`config.mk`:
```
export PLATFORM = sky130hd
export DESIGN_NAME = instr_fetch_queue
export DESIGN_NICKNAME = d
export VERILOG_FILES = /design/src/rtl/instr_fetch_queue.sv
export SDC_FILE = /design/constraint.sdc
export NUM_CORES = 1
export LEC_CHECK = 0
export ABC_AREA = 1
export CELL_PAD_IN_SITES_DETAIL_PLACEMENT = 0
export CELL_PAD_IN_SITES_GLOBAL_PLACEMENT = 1
export CORE_MARGIN = 2
export CORE_UTILIZATION = 30
export DETAILED_ROUTE_END_ITERATION = 10
export PLACE_DENSITY_LB_ADDON = 0.1
export SYNTH_ARGS = -nofsm -noshare
export SYNTH_HDL_FRONTEND = slang
export SYNTH_SLANG_ARGS = --single-unit
```
`constraint.sdc`:
```
create_clock -name clk -period 4.8 [get_ports clk]
set_input_delay 0.96 -clock clk [delete_from_list [all_inputs] [get_ports clk]]
set_output_delay 0.96 -clock clk [all_outputs]
set_load 0.02 [all_outputs]
```
`src/rtl/instr_fetch_queue.sv`:
```
// Instruction fetch queue: issues sequential fetches to a synchronous ROM,
// buffers the returned words with their addresses, and hands them to decode
// through a valid/ready head. A redirect flushes everything and restarts
// the fetch stream at the new target.
module instr_fetch_queue #(
    parameter int unsigned       ADDR_W   = 16,
    parameter int unsigned       INSTR_W  = 24,
    parameter int unsigned       DEPTH    = 4,
    parameter logic [ADDR_W-1:0] RESET_PC = '0
) (
    input  logic                       clk,
    input  logic                       rst,
    output logic [ADDR_W-1:0]          imem_addr,
    output logic                       imem_rden,
    input  logic [INSTR_W-1:0]         imem_q,
    input  logic                       redirect_valid,
    input  logic [ADDR_W-1:0]          redirect_pc,
    output logic                       out_valid,
    input  logic                       out_ready,
    output logic [INSTR_W-1:0]         out_instr,
    output logic [ADDR_W-1:0]          out_pc,
    output logic [$clog2(DEPTH+1)-1:0] count
);

    localparam int unsigned CW = $clog2(DEPTH + 1);
    localparam int unsigned PW = $clog2(DEPTH);
    localparam logic [CW:0] DEPTH_L = DEPTH[CW:0];

    logic [INSTR_W-1:0] instr_mem_q [DEPTH];
    logic [ADDR_W-1:0]  pc_mem_q    [DEPTH];

    logic [ADDR_W-1:0] fetch_pc_q,    fetch_pc_d;
    logic              inflight_q,    inflight_d;
    logic [ADDR_W-1:0] inflight_pc_q, inflight_pc_d;
    logic [PW-1:0]     rd_ptr_q,      rd_ptr_d;
    logic [PW-1:0]     wr_ptr_q,      wr_ptr_d;
    logic [CW-1:0]     count_q,       count_d;

    logic              issue;
    logic              push;
    logic              pop;
    logic [ADDR_W-1:0] issue_addr;
    logic [CW:0]       occupancy;

    assign occupancy  = {1'b0, count_q} + {{CW{1'b0}}, inflight_q};
    assign issue_addr = redirect_valid ? redirect_pc : fetch_pc_q;

    // Issue, handshake and output gating; reset and redirect override everything.
    always_comb begin
        issue = 1'b0;
        if (!rst) begin
            issue = redirect_valid || (occupancy < DEPTH_L);
        end
        // A response landing in a redirect cycle belongs to the old stream.
        push      = !rst && !redirect_valid && inflight_q;
        out_valid = !rst && !redirect_valid && (count_q != '0);
        pop       = out_valid && out_ready;
        imem_rden = issue;
        imem_addr = rst ? '0 : issue_addr;
        out_instr = rst ? '0 : instr_mem_q[rd_ptr_q];
        out_pc    = rst ? '0 : pc_mem_q[rd_ptr_q];
        count     = rst ? '0 : count_q;
    end

    // Next-state for fetch PC, in-flight tracking, pointers and occupancy.
    always_comb begin
        fetch_pc_d    = fetch_pc_q;
        inflight_d    = issue;
        inflight_pc_d = inflight_pc_q;
        rd_ptr_d      = rd_ptr_q;
        wr_ptr_d      = wr_ptr_q;
        count_d       = count_q;
        if (issue) begin
            fetch_pc_d    = issue_addr + ADDR_W'(1);
            inflight_pc_d = issue_addr;
        end
        if (redirect_valid) begin
            rd_ptr_d = '0;
            wr_ptr_d = '0;
            count_d  = '0;
        end else begin
            if (push) begin
                wr_ptr_d = wr_ptr_q + PW'(1);
            end
            if (pop) begin
                rd_ptr_d = rd_ptr_q + PW'(1);
            end
            if (push && !pop) begin
                count_d = count_q + CW'(1);
            end else if (pop && !push) begin
                count_d = count_q - CW'(1);
            end
        end
    end

    // Control state registers with synchronous reset.
    always_ff @(posedge clk) begin
        if (rst) begin
            fetch_pc_q    <= RESET_PC;
            inflight_q    <= 1'b0;
            inflight_pc_q <= '0;
            rd_ptr_q      <= '0;
            wr_ptr_q      <= '0;
            count_q       <= '0;
        end else begin
            fetch_pc_q    <= fetch_pc_d;
            inflight_q    <= inflight_d;
            inflight_pc_q <= inflight_pc_d;
            rd_ptr_q      <= rd_ptr_d;
            wr_ptr_q      <= wr_ptr_d;
            count_q       <= count_d;
        end
    end

    // Entry storage: write the returning ROM word and its address at the tail.
    always_ff @(posedge clk) begin
        if (push) begin
            instr_mem_q[wr_ptr_q] <= imem_q;
            pc_mem_q[wr_ptr_q]    <= inflight_pc_q;
        end
    end

endmodule

```
# After elaboration in Yosys (flattened, before gate mapping)
# Memory sizes are Yosys's and may differ from the RTL's. A register that Yosys moved wholly into a read port is not among the register bits.
# Index checks and enable logic that the tools add are counted.
dict set report op_classes {
  reduce_logical 14
  mux 14
  add_sub_neg 6
  magnitude_cmp 1
}
# op n
set ops {}
lappend ops {{2-to-1 mux 16 bit} 3}
lappend ops {{2-to-1 mux 24 bit} 1}
lappend ops {{adder 16 x 1 -> 16 bit (second input constant)} 1}
lappend ops {{2-to-1 mux 3 bit} 3}
lappend ops {{2-to-1 mux 2 bit} 4}
lappend ops {{logical AND 1 bit} 6}
lappend ops {{adder 2 x 1 -> 2 bit (second input constant)} 2}
lappend ops {{adder 3 x 1 -> 4 bit} 1}
lappend ops {{zero test 1 bit} 4}
lappend ops {{< comparator 4 x 3 -> 1 bit (second input constant)} 1}
lappend ops {{adder 3 x 1 -> 3 bit (second input constant)} 1}
lappend ops {{2-to-1 mux 1 bit} 3}
lappend ops {{nonzero test 3 bit} 1}
lappend ops {{subtractor 3 x 1 -> 3 bit (second input constant)} 1}
lappend ops {{nonzero test 2 bit} 1}
lappend ops {{OR reduction 2 bit} 1}
lappend ops {{logical OR 1 bit} 1}
dict set report totals {
  out_inout_bits 61
  ramBits 160
  mem_count 2
  ff_bits 40
  elab_cells 43
  in_bits 44
}
# name depth word_bits rd rd_ports_with_merged_regs wr line_no
set mem_list {}
lappend mem_list {instr_mem_q 4 24 1 1 1 29} ;# logic [INSTR_W-1:0] instr_mem_q [DEPTH];
lappend mem_list {pc_mem_q 4 16 1 1 1 30} ;# logic [ADDR_W-1:0] pc_mem_q [DEPTH];

# Logic depth before layout (Yosys ltp)
dict set report logic_depth {
  ltp_word 7
  depth_mapped 13
  depth_no_buf 11
}

# Least setup slack after synthesis
# OpenSTA, ideal clock, no wires.
dict set report synth_timing {
  path_kind {input -> register}
  start {input port redirect_valid}
  end {memory instr_mem_q[0][0] (enable)}
  required_time_ns 4.363
  path_buffers 2
  t_arrival_ns 3.219
  path_slack_ns 1.144
  stages 5
  setup_ns 0.437
  path_cell_list {buf_6 -> buf_6 -> nor2_4 -> nand2_1 -> nor2_1}
}
dict set report synth_between {
  elab_chain_len 5
}
# item line_no
set synth_rtl {}
lappend synth_rtl {{start, declared} 16} ;# input logic redirect_valid,
lappend synth_rtl {{zero test 1 bit} 55} ;# push = !rst && !redirect_valid && inflight_q;
lappend synth_rtl {{logical AND 1 bit (2 in series)} 55}
lappend synth_rtl {{2-to-1 mux 1 bit} 117} ;# if (push) begin
lappend synth_rtl {{2-to-1 mux 1 bit (implied by the code)} 118} ;# instr_mem_q[wr_ptr_q] <= imem_q;
lappend synth_rtl {{end, declared} 29}
# Every way passes these cells.

# Worst setup path in the final report
dict set report layout_timing {
  start {input port redirect_valid}
  end {output port imem_addr[5]}
}
dict set report layout_between {
  elab_chain_len 2
}
# item line_no
set layout_rtl {}
lappend layout_rtl {{2-to-1 mux 16 bit} 46} ;# assign issue_addr = redirect_valid ? redirect_pc : fetch_pc_q;
lappend layout_rtl {{2-to-1 mux 16 bit} 59} ;# imem_addr = rst ? '0 : issue_addr;
lappend layout_rtl {{end, declared} 13} ;# output logic [ADDR_W-1:0] imem_addr,
# Every way passes these cells.

==> flow_summary.ini <==
[run_status]
outcome = complete, no violations

[timing]
fin_skew_ns = 0.00701
timing.hold.ws_ns = 0.443
period_minus_slack_ns = 3.83
final-setup-viol-count = 0
drv_slew = 0
fmax_mhz = 261
relSlewSlack_pct = 52.4
period_share_pct = 79.8
setup_tns_ns = 0
worst_slew_pin_slew_ns = 0.713
setup_slack_ns = 0.969
rsz0062_at_grt = no
hold_viol = 0

[die]
rows = 61
dieArea_um2 = 29800
fp.dieW_um = 173
ios = 105
dieHeight_um = 173
coreArea_um2 = 27900
initial_core_util_pct = 30.6

[critical_path]
critical_path_required_ns = 3.84
setup.worst_path.class = input pin to output pin
cp-start-kind = input pin
path_cells = clkdlybuf4s50_1, buf_4, nand2_1, nand2_1, inv_1, nor2_1, clkdlybuf4s50_1
arrival_ns = 2.87
reg2reg_slack_ns = 2.83
reg2reg_from = inflight_q$_SDFF_PP0_
end_kind = output pin
cp_max_fo = 16
critical_path.endpoint = imem_addr[5]
reg2reg_to = instr_mem_q[2][21]$_DFFE_PP_
cp_num_buf_inv = 4
cp_num_cells = 7
critPathTopFamily = buffers and inverters
crit_path_max_incr_delay_ns = 0.61
cp-startpoint = redirect_valid
reg2reg_depth = 3
crit_slowest_cell = clkdlybuf4s50_1

[yosys]
synthFlopType = edfxtp_1
netlist_area_um2 = 8540
synthesis.nets = 876
avgSynthCellArea_um2 = 10.4
synth_warnings = 0
synthArstFlopShare_pct = 0
synth_seq_cells = 202
synth_cells = 825
seq_area_frac_synth_pct = 66.1
synth.distinct_cells = 36
synth_edf_count = 160

[clock_tree]
cts.sinks = 202
htree_levels = 1
clk_pin_slew_ns = 0.06
cts_root_buf = clkbuf_16
hold_buffers = 0
cts_max_path_buffers = 3
postCtsSetupBuffers = 0
numCtsBuffers = 23
clk_latency_ns = 0.49
cts_resized = 0
cts_tree = done

[drt]
wl_um = 21200
wl_per_cell_um = 16.0
viasPerCell = 4.42
firstDrtPassIters = 4
remaining_drc_errors = 0
first_iter_violations = 251
vias = 5842
antenna_left = 0

[final_layout]
drive_above_1_share_pct = 9.22
area_growth_pct = 25.4
fin_nets = 979
fin_cells = 1322
fillers = 2805
diodes = 0
stdcell_area_um2 = 10700

[global_routing]
globalRoute.busiestLayer = met2
grt_antenna_before_repair = 0
gr-total-overflow = 0
use_met2_pct = 24.7
grtUsageTotal_pct = 14.2
grt_pass1_vias = 5894
met3_usage_pct = 2.35
met1_usage_pct = 18.4
grt_pass1_wl_um = 33200
grt_max_degree = 56

[power_and_ir_drop]
powerDensity_nw_per_um2 = 357
p_leak_nw = 3.86
peakVddDrop_v = 0.000223

[min_path]
min_path_type = flop to flop
hold_path_depth = 1

[placed_design]
pre_cts_ws_ns = 0.977
place_inst = 1281
dpl-instance-area_um2 = 10000
dpl.hpwl_um = 12500
gp_congestion = 0.743
port_buffers = 104

[job]
drv_cap = 0
==> layout make-up <==
type	count	area (um^2)	share of cell area (%)
Inverter	59	229	2.14
Sequential cell	202	5650	52.7
Clock inverter	4	20.0	0.187
Multi-Input combinational cell	522	2500	23.4
Timing Repair Buffer	120	1170	10.9
Tap cell	378	473	4.42
Clock buffer	37	668	6.24
==> metrics by stage <==
stage | utilization (%) | total power, W
after floorplan | - | 0.00214
after global placement | 35.9 | 0.00228
after detailed placement | 35.9 | 0.00228
after CTS | 38.3 | 0.00390
after global routing | 38.3 | 0.00400
final | 38.3 | 0.00383
==> sequential cells by signal, indices dropped and copies added (netlist names), named ones only <==
name	cells
instr_mem_q	96
pc_mem_q	64
wr_ptr_q	2
rd_ptr_q	2
inflight_pc_q	16
fetch_pc_q	16
count_q	3
inflight_q	1
==> placed cells by master, fill, tap and decap left out, drive strengths merged <==
cell           synthesis  final
nor2                 203    203
edfxtp               160    160
o21ai                118    118
clkdlybuf4s50          0    103
nand2                 87     87
a21oi                 65     65
inv                   58     59
dfxtp                 42     42
clkbuf                28     37
nand3                 27     27
buf                   14     17
ha                     6      6
clkinv                 1      4
nand4                  3      3
o21a                   2      2
xor2                   2      2
o22ai                  2      2
nor3                   2      2
a31oi                  1      1
o21bai                 1      1
xnor2                  1      1
a31o                   1      1
fa                     1      1
==> cells by family (layout without fill, tap and decap cells) <==
kind of cell	count (synthesis)	count (layout)	synth area share, %
simple gates	322	322	16.2
buf+inv	101	220	4.98
xor+xnor	3	3	0.308
flops	202	202	66.1
fa+ha+maj	7	7	1.11
compound gates	190	190	11.4
==> report_power, final <==
group,internal [W],total [W],switching (W)
clock network,0.000947,0.00159,0.000643
registers,0.00193,0.00195,0.0000209
logic,0.000118,0.000291,0.000172
==> how the worst min path moves through the flow <==
stage	end	from	slack, ns
2_1_floorplan	count_q[2]$_SDFFE_PP0P_	count_q[2]$_SDFFE_PP0P_	0.42
3_3_place_gp	count_q[2]$_SDFFE_PP0P_	count_q[2]$_SDFFE_PP0P_	0.43
3_5_place_dp	count_q[2]$_SDFFE_PP0P_	count_q[2]$_SDFFE_PP0P_	0.44
4_1_cts	count_q[2]$_SDFFE_PP0P_	count_q[2]$_SDFFE_PP0P_	0.45
5_1_grt	count_q[2]$_SDFFE_PP0P_	count_q[2]$_SDFFE_PP0P_	0.49
6_report	count_q[2]$_SDFFE_PP0P_	count_q[2]$_SDFFE_PP0P_	0.44
==> synthesized netlist by cell type, types with 2 or more instances <==
| cell type | number | share of area, % |
|---|---|---|
| inv_1 | 51 | 2.2 |
| a21oi_1 | 65 | 3.8 |
| nor2_4 | 4 | 0.53 |
| ha_1 | 6 | 0.88 |
| nor2_1 | 194 | 8.5 |
| buf_6 | 3 | 0.40 |
| nand2_1 | 73 | 3.2 |
| o21ai_0 | 97 | 5.7 |
| buf_2 | 4 | 0.23 |
| nor2_2 | 5 | 0.37 |
| edfxtp_1 | 160 | 56 |
| nand2_2 | 11 | 0.81 |
| xor2_1 | 2 | 0.21 |
| nand3_1 | 25 | 1.5 |
| clkbuf_1 | 28 | 1.2 |
| inv_2 | 6 | 0.26 |
| o22ai_1 | 2 | 0.15 |
| nand2_4 | 3 | 0.40 |
| buf_1 | 6 | 0.26 |
| dfxtp_1 | 42 | 9.8 |
| nand4_1 | 2 | 0.15 |
| o21ai_1 | 20 | 1.2 |
| o21a_1 | 2 | 0.18 |
| nand3_4 | 2 | 0.41 |
==> per-layer routing <==
metal	vias up	part of all wire [%]
li1	3007	-
met1	2689	46
met2	124	48
met3	22	4.3
met4	0	1.4
met5	-	0
Power figures use the tool's default switching activity.
